### src/rtl/simd_ctrl_pipe.sv
// D/E/M/W control pipeline for a SIMD core with a multi-beat vector load/store sequencer in E.
// Optional macro SIMDCTRL_COND_EN enables condition-code gating in E; otherwise every op passes.
module simd_ctrl_pipe #(
    parameter  int LANES    = 4,
    parameter  int MEMPORTS = 1,
    localparam int BEATS    = LANES / MEMPORTS,
    localparam int IW       = (LANES > 2) ? $clog2(LANES) : 1
) (
    input  logic          clk,
    input  logic          reset,
    input  logic [2:0]    Type,
    input  logic [3:0]    Op,
    input  logic [3:0]    Cond,
    input  logic [3:0]    ALUFlagsE,
    input  logic          FlushE,
    output logic [1:0]    RegSrcD,
    output logic [1:0]    ImmSrcD,
    output logic          ALUSrcE,
    output logic [3:0]    ALUControlE,
    output logic          VecE,
    output logic          MemWriteGatedE,
    output logic          MemtoRegE,
    output logic          RegWriteM,
    output logic          MemtoRegW,
    output logic          RegWriteW,
    output logic [IW-1:0] LaneIdxM,
    output logic [IW-1:0] LaneIdxW,
    output logic          BusyD
);
    localparam int BW = (BEATS > 2) ? $clog2(BEATS) : 1;

    typedef struct packed {
        logic       alusrc;
        logic [3:0] aluctrl;
        logic       regw;
        logic       memtoreg;
        logic       memw;
        logic       vec;
        logic       vmem;
        logic [3:0] cond;
    } ectl_t;

    typedef struct packed {
        logic          regw;
        logic          memtoreg;
        logic [IW-1:0] lane;
    } beat_t;

    typedef enum logic {IDLE, SEQ} state_t;

    ectl_t   ctl_d, e_q;
    beat_t   m_q, w_q;
    state_t  state_q;
    logic [BW-1:0] cnt_q;
    logic    busy_q;
    logic    cond_ok, beat_pass, last_beat, multi_ok, hold_e;
    logic [IW-1:0] lane_e;

    always_comb begin
        ctl_d      = '0;
        ctl_d.cond = Cond;
        RegSrcD    = 2'b00;
        ImmSrcD    = 2'b00;
        case (Type)
            3'b000: begin ctl_d.aluctrl = Op; ctl_d.regw = 1'b1; end
            3'b001: begin ctl_d.aluctrl = Op; ctl_d.regw = 1'b1; ctl_d.alusrc = 1'b1; end
            3'b010: begin
                ctl_d.alusrc = 1'b1; ctl_d.regw = 1'b1; ctl_d.memtoreg = 1'b1;
                ImmSrcD = 2'b01;
            end
            3'b011: begin
                ctl_d.alusrc = 1'b1; ctl_d.memw = 1'b1;
                RegSrcD = 2'b10; ImmSrcD = 2'b01;
            end
            3'b100: begin ctl_d.aluctrl = Op; ctl_d.regw = 1'b1; ctl_d.vec = 1'b1; end
            3'b101: begin
                ctl_d.alusrc = 1'b1; ctl_d.regw = 1'b1; ctl_d.memtoreg = 1'b1;
                ctl_d.vec = 1'b1; ctl_d.vmem = 1'b1;
                ImmSrcD = 2'b01;
            end
            3'b110: begin
                ctl_d.alusrc = 1'b1; ctl_d.memw = 1'b1;
                ctl_d.vec = 1'b1; ctl_d.vmem = 1'b1;
                RegSrcD = 2'b10; ImmSrcD = 2'b01;
            end
            default: ;
        endcase
    end

`ifdef SIMDCTRL_COND_EN
    always_comb begin
        case (e_q.cond)
            4'b0000: cond_ok = ALUFlagsE[2];
            4'b0001: cond_ok = ~ALUFlagsE[2];
            4'b1010: cond_ok = (ALUFlagsE[3] == ALUFlagsE[0]);
            4'b1011: cond_ok = (ALUFlagsE[3] != ALUFlagsE[0]);
            default: cond_ok = 1'b1;
        endcase
    end
    logic unused_carry;
    assign unused_carry = ALUFlagsE[1];
`else
    assign cond_ok = 1'b1;
    logic unused_cond;
    assign unused_cond = ^{e_q.cond, ALUFlagsE};
`endif

    // The condition is judged once on beat 0; later beats inherit that verdict even if flags move.
    assign beat_pass = (state_q == SEQ) | cond_ok;
    assign last_beat = (cnt_q == BW'(BEATS - 1));
    assign multi_ok  = (BEATS > 1) && e_q.vmem && beat_pass;
    assign hold_e    = multi_ok & ~last_beat & ~FlushE;
    assign lane_e    = IW'(cnt_q) * IW'(MEMPORTS);

    always_ff @(posedge clk or negedge reset) begin
        if (!reset)       e_q <= '0;
        else if (FlushE)  e_q <= '0;
        else if (!hold_e) e_q <= ctl_d;
    end

    always_ff @(posedge clk or negedge reset) begin
        if (!reset) begin
            state_q <= IDLE;
            cnt_q   <= '0;
            busy_q  <= 1'b0;
        end else if (FlushE) begin
            state_q <= IDLE;
            cnt_q   <= '0;
            busy_q  <= 1'b0;
        end else begin
            case (state_q)
                IDLE: if (multi_ok) begin
                    state_q <= SEQ;
                    cnt_q   <= BW'(1);
                    busy_q  <= 1'b1;
                end
                SEQ: if (last_beat) begin
                    state_q <= IDLE;
                    cnt_q   <= '0;
                    busy_q  <= 1'b0;
                end else begin
                    cnt_q   <= cnt_q + BW'(1);
                end
                default: state_q <= IDLE;
            endcase
        end
    end

    // M and W keep flowing under FlushE so beats already issued still retire.
    always_ff @(posedge clk or negedge reset) begin
        if (!reset) begin
            m_q <= '0;
            w_q <= '0;
        end else begin
            m_q.regw     <= e_q.regw & beat_pass;
            m_q.memtoreg <= e_q.memtoreg;
            m_q.lane     <= lane_e;
            w_q          <= m_q;
        end
    end

    assign ALUSrcE        = e_q.alusrc;
    assign ALUControlE    = e_q.aluctrl;
    assign VecE           = e_q.vec;
    assign MemtoRegE      = e_q.memtoreg;
    assign MemWriteGatedE = e_q.memw & beat_pass;
    assign RegWriteM      = m_q.regw;
    assign LaneIdxM       = m_q.lane;
    assign MemtoRegW      = w_q.memtoreg;
    assign RegWriteW      = w_q.regw;
    assign LaneIdxW       = w_q.lane;
    assign BusyD          = busy_q;
endmodule

### config.mk
export PLATFORM = sky130hd
export DESIGN_NAME = simd_ctrl_pipe
export DESIGN_NICKNAME = d
export VERILOG_FILES = /design/src/rtl/simd_ctrl_pipe.sv
export SDC_FILE = /design/constraint.sdc
export NUM_CORES = 1
export LEC_CHECK = 0
export BUFFER_PORTS_ARGS = -buffer_cell sky130_fd_sc_hd__buf_2
export CORE_UTILIZATION = 49
export CTS_CLUSTER_SIZE = 10
export DETAILED_ROUTE_END_ITERATION = 16
export PLACE_DENSITY = 0.89
export SYNTH_ARGS = -nofsm -noshare
export SYNTH_HDL_FRONTEND = slang
export SYNTH_SLANG_ARGS = --single-unit
### constraint.sdc
create_clock -name clk -period 2 [get_ports clk]
set_input_delay 0.1 -clock clk [delete_from_list [all_inputs] [get_ports clk]]
set_output_delay 0.1 -clock clk [all_outputs]
set_load 0.02 [all_outputs]
; Word-level counts from Yosys, hierarchy flattened
; Cells that the tools add are included.
[word_totals]
register_bits = 22
input_bits = 18
output_inout_bits = 20
wordCells = 65
[classes]
n_addsub = 1
eq_ne = 10
mux = 23
n_bitwise = 5
n_reduce_logical = 10
[op_table]
columns = cell, count
row1 = 14-bit two-way mux, 2
row2 = 1-bit two-way mux, 13
row3 = 5-bit OR reduction, 2
row4 = 3-bit == test (second input constant), 3
row5 = 2-bit two-way mux, 4
row6 = 3-bit by 2-bit == test with 1-bit output (second input constant), 2
row7 = 2-bit OR reduction, 3
row8 = 3-bit OR reduction, 2
row9 = 4-bit two-way mux, 1
row10 = 1-bit one-hot mux with 2 select lines, 2
row11 = 2-bit one-hot mux with 2 select lines, 1
row12 = 4-bit OR reduction, 1
row13 = 3-bit by 1-bit == test with 1-bit output (second input constant), 1
row14 = 3-bit logical NOT, 1
row15 = 3-bit by 2-bit inequality test with 1-bit output (second input constant), 1
row16 = 3-bit inequality test (second input constant), 1
row17 = 1-bit inverter, 3
row18 = 2-bit by 1-bit adder with 2-bit output (second input constant), 1
row19 = 1-bit AND, 2
row20 = 2-bit == test (second input constant), 1
row21 = 2-bit inequality test (second input constant), 1
row22 = 2-bit AND reduction, 1

; Longest topological paths before layout
[depth]
depth_word = 6
depth_mapped = 5
mapped_depth_nobuf = 4

; Worst setup path before layout
; Ideal clock, no wire load.
[synth_timing]
kind = register to register
from = register cnt_q[0]
to = register e_q (netlist bit MemWriteGatedE)
arrival_ps = 1198
required_ps = 1879
setup_slack_ps = 681
stages_incl_launch_ff = 6
n_path_buf = 1
path_cell_list = dfrtp_1 -> ha_1 -> and2b_4 -> and2_1 -> buf_6 -> a22o_1
[synth_via]
elab_chain_cells = 5
[synth_lines]
columns = element, line_no
row1 = "start, declared", 54  ; logic [BW-1:0] cnt_q;
row2 = "start signal, assigned", 142  ; cnt_q <= cnt_q + BW'(1);
row3 = 2-bit == test, 110  ; assign last_beat = (cnt_q == BW'(BEATS - 1));
row4 = 1-bit inverter, 112  ; assign hold_e = multi_ok & ~last_beat & ~FlushE;
row5 = 1-bit AND (2 in series), 112
row6 = 2-bit inequality test (no source line), -
row7 = "end signal, assigned", 118  ; else if (!hold_e) e_q <= ctl_d;
row8 = "end, declared", 51  ; ectl_t ctl_d, e_q;
; Every way passes these cells.
; A chain may end at the register's enable or synchronous reset.

; Worst setup path after layout
[layout_timing]
from = register cnt_q[0]
to = register e_q (netlist bit ALUControlE[2])
; The elaborated chain is that of the path after synthesis.

==> results.md <==
* Largest cells by area after synthesis: dfrtp_1 60%, a22o_1 7.6%, buf_4 6.5%
* Finished Core Util at ~60%
* DRC at 0
* Area of the multi-input gates at 287 um2
* Slew Limit Fails at 0
* Post-CTS setup buffers at 0
* Cell count along the critical path at 4
* Vias in the first global route at 453
* Clock Tree Buf Depth at 2
* Initial antenna violation count at 0
* TritonCTS clock tree: done
* Final #Nets at 112
* Min-Delay Path Class: in2reg
* Buf/Inv on CP at 0
* Leak at about 0.55 nW
* R2r worst-path depth at 4
* Initial Util at a little over half
* Final hold vios at 0
* CTS Hold Buffers Added at 1
* Worst-path fanout max at 10
* Worst-Skew Late Latency at about 0.3 ns
* Die area at roughly 2100 um2
* EDFF count, synth at 0
* Remaining global-route overflow at 0
* Setup Viol. Count Final at 0
* DP HPWL at approximately 1000 um
* Drt total wl at around 1400 um
* Largest net degree at the start of global routing at 23
* Placed cells at 112
* Post-route setup TNS at 0 ns
* Hold-critical path depth at 2
* Synth top area share at around 60%
* Netlist cell types at 28
* Critical Path Max Stage Delay at 0.43 ns
* Fin crit period at 1.51 ns
* RSZ-0062 raised after global routing: no
* Max-Cap Viols at 0
* Max IR drop VDD at slightly below 0.4 mV
* CP top delay family: simple AND/OR/NAND/NOR gates
* Core area at between 1500 and 2000 um2
* Skew final at 0.00392 ns
* GRT Total Usage at around 16%
* First-pass GRT wire length at between 2000 and 2500 um
* Top-count cell post-synth: dfrtp_1
* Final period util at ~76%
* Sequential area share after synthesis at between 50% and 60%
* Top cells by count, synth: 22 x dfrtp_1, 8 x a22o_1, 8 x buf_4
* Io pins at 38
* R2R Setup Slk at about 0.5 ns
* # rows at 15
* Antenna diode count at 0
* Dominant cell type by area after synthesis: dfrtp_1
* Vias/cell at slightly above 5
* Synthesized area at about 920 um2
* Top FF cell, synth: dfrtp_1
* CTS clk-pin slew, worst paths at 0.11 ns
* Non-filler instance count after layout at 116
* Antenna-violating nets left at 0
* F_max at between 600 and 700 MHz
* Die Wd at between 40 and 50 um
* Ys async rst share at between 90% and 100%
* Clk root buf: clkbuf_4
* Sink Count at 22
* Slowest cell on crit path: dfrtp_1
* Vias at approximately 590
* Setup crit start kind: flop
* Status: completed
* WS Path Type: reg2reg
* Post_cts resized at 0
* Average routed wire per standard cell at approximately 12 um
* Share of layout cells above drive strength 1 at 38.5%
* CP required at 2.24 ns
* Crit path DAT at roughly 1.8 ns
* Reg area at roughly 550 um2
* Cells after synthesis at 70
* DRT iter0 DRCs at 14
* Worst-path cell chain: ha_1 -> and2b_4 -> and2_1 -> a22o_1
* Number of synthesized register bits at 22
* Die Y at between 40 and 50 um
* Pre-Repair DR Iteration Count at 4
* Critical path capture point type: flop
* H-tree depth at 1
* TritonCTS buffer count at 3
* Fillcell total at roughly 150
* Synth Warn # at 0
* Area growth, synth to finish at 12.9%
* PwrDens at roughly 800 nW/um2
* Gp weighted congestion at around 0.80
* Syn avg cell area at roughly 13 um2
* IO Port Bufs at 27
==> logic make-up (layout without fill, tap and decap cells) <==
family          count (synthesis)  count (layout)  synth area share, %
other cells                     1               2                0.407
flops                          22              22                 59.8
compound gates                 16              16                 15.9
xor+xnor                        3               3                 2.85
mux                             1               1                 1.63
buf+inv                        12              32                 9.51
simple gates                   14              14                 8.56
fa+ha+maj                       1               1                 1.36
==> per-stage QoR <==
stage / setup slack (ns) / cell area [um2] / hold WS, ns / total power (W)
CTS: 0.472 / 1040 / 0.00625 / 0.000850
finish: 0.487 / 1040 / 0.0114 / 0.000842
global route: 0.411 / 1040 / 0.00204 / 0.000889
floorplan: 0.681 / 925 / -0.196 / 0.000619
detailed placement: 0.498 / 1010 / 0.0768 / 0.000662
global placement: 0.532 / 1010 / 0.0663 / 0.000655
==> power breakdown <==
| group | leakage (nW) | internal, W | switching, W |
|---|---|---|---|
| combinational | 0.244 | 0.0000584 | 0.0000951 |
| clock | 0.0138 | 0.0000702 | 0.000119 |
| sequential | 0.293 | 0.000479 | 0.0000200 |
==> final cells by class <==
cell class                      count  area share, %
Sequential cell                    22           52.9
Multi-Input combinational cell     37           27.6
Timing Repair Buffer               28           14.0
Tap cell                           25           3.01
Clock buffer                        3           2.17
Inverter                            1          0.361
==> layer usage <==
layer / part of all wire [%] / vias up / GRT usage [%]
li1: - / 283 / -
met1: 46 / 286 / 20.5
met2: 46 / 20 / 21.2
met3: 4.4 / 5 / 3.60
met4: 3.7 / 0 / 14.5
met5: 0 / - / 0
==> worst reg2reg max path, delay by kind of cell (launching register included) <==
| kind | cells | cell delay (ns) |
|---|---|---|
| AOI/OAI and AO/OA | 1 | 0.21 |
| DFF | 1 | 0.43 |
| adders and majority gates | 1 | 0.23 |
| and+or+nand+nor | 2 | 0.60 |
==> sequential cells by signal (all words and copies together) (netlist names) <==
| signal | flops |
|---|---|
| RegWriteM | 1 |
| MemWriteGatedE | 1 |
| LaneIdxM | 2 |
| VecE | 1 |
| e_q | 1 |
| m_q | 1 |
| ALUControlE | 4 |
| RegWriteW | 1 |
| LaneIdxW | 2 |
| BusyD | 1 |
| MemtoRegE | 1 |
| ALUSrcE | 1 |
| cnt_q | 2 |
| MemtoRegW | 1 |
| state_q | 1 |
| multi_ok | 1 |
==> worst paths after layout <==
check | start | end
max | cnt_q[0] | ALUControlE[2]
min | Op[1] | ALUControlE[1]
max reg2reg | cnt_q[0] | ALUControlE[2]
min reg2reg | m_q[2] | MemtoRegW
max in group asynchronous | reset | state_q
min in group asynchronous | reset | MemtoRegW
==> cell usage in the layout (no fill, tap or decap) <==
cell           netlist  layout
a2111oi_4            1       1
a211oi_1             1       1
a21oi_1              1       1
a22o_1               8       8
a22oi_1              1       1
a31o_1               1       1
a32o_1               1       1
and2_1               2       2
and2b_4              1       1
buf_2                1      27
clkbuf_4             1       3
conb_1               1       2
dfrtp_1             22      22
dlygate4sd3_1        0       1
ha_1                 1       1
inv_2                1       1
mux2_4               1       1
nand2_1              2       2
nand2_2              1       1
nor2_1               4       4
nor2b_1              1       1
nor3_1               1       1
nor3b_1              1       1
o21ai_0              2       2
or3b_1               1       1
xnor2_1              1       1
xor2_1               2       2
(Power assumes the default switching activity.)
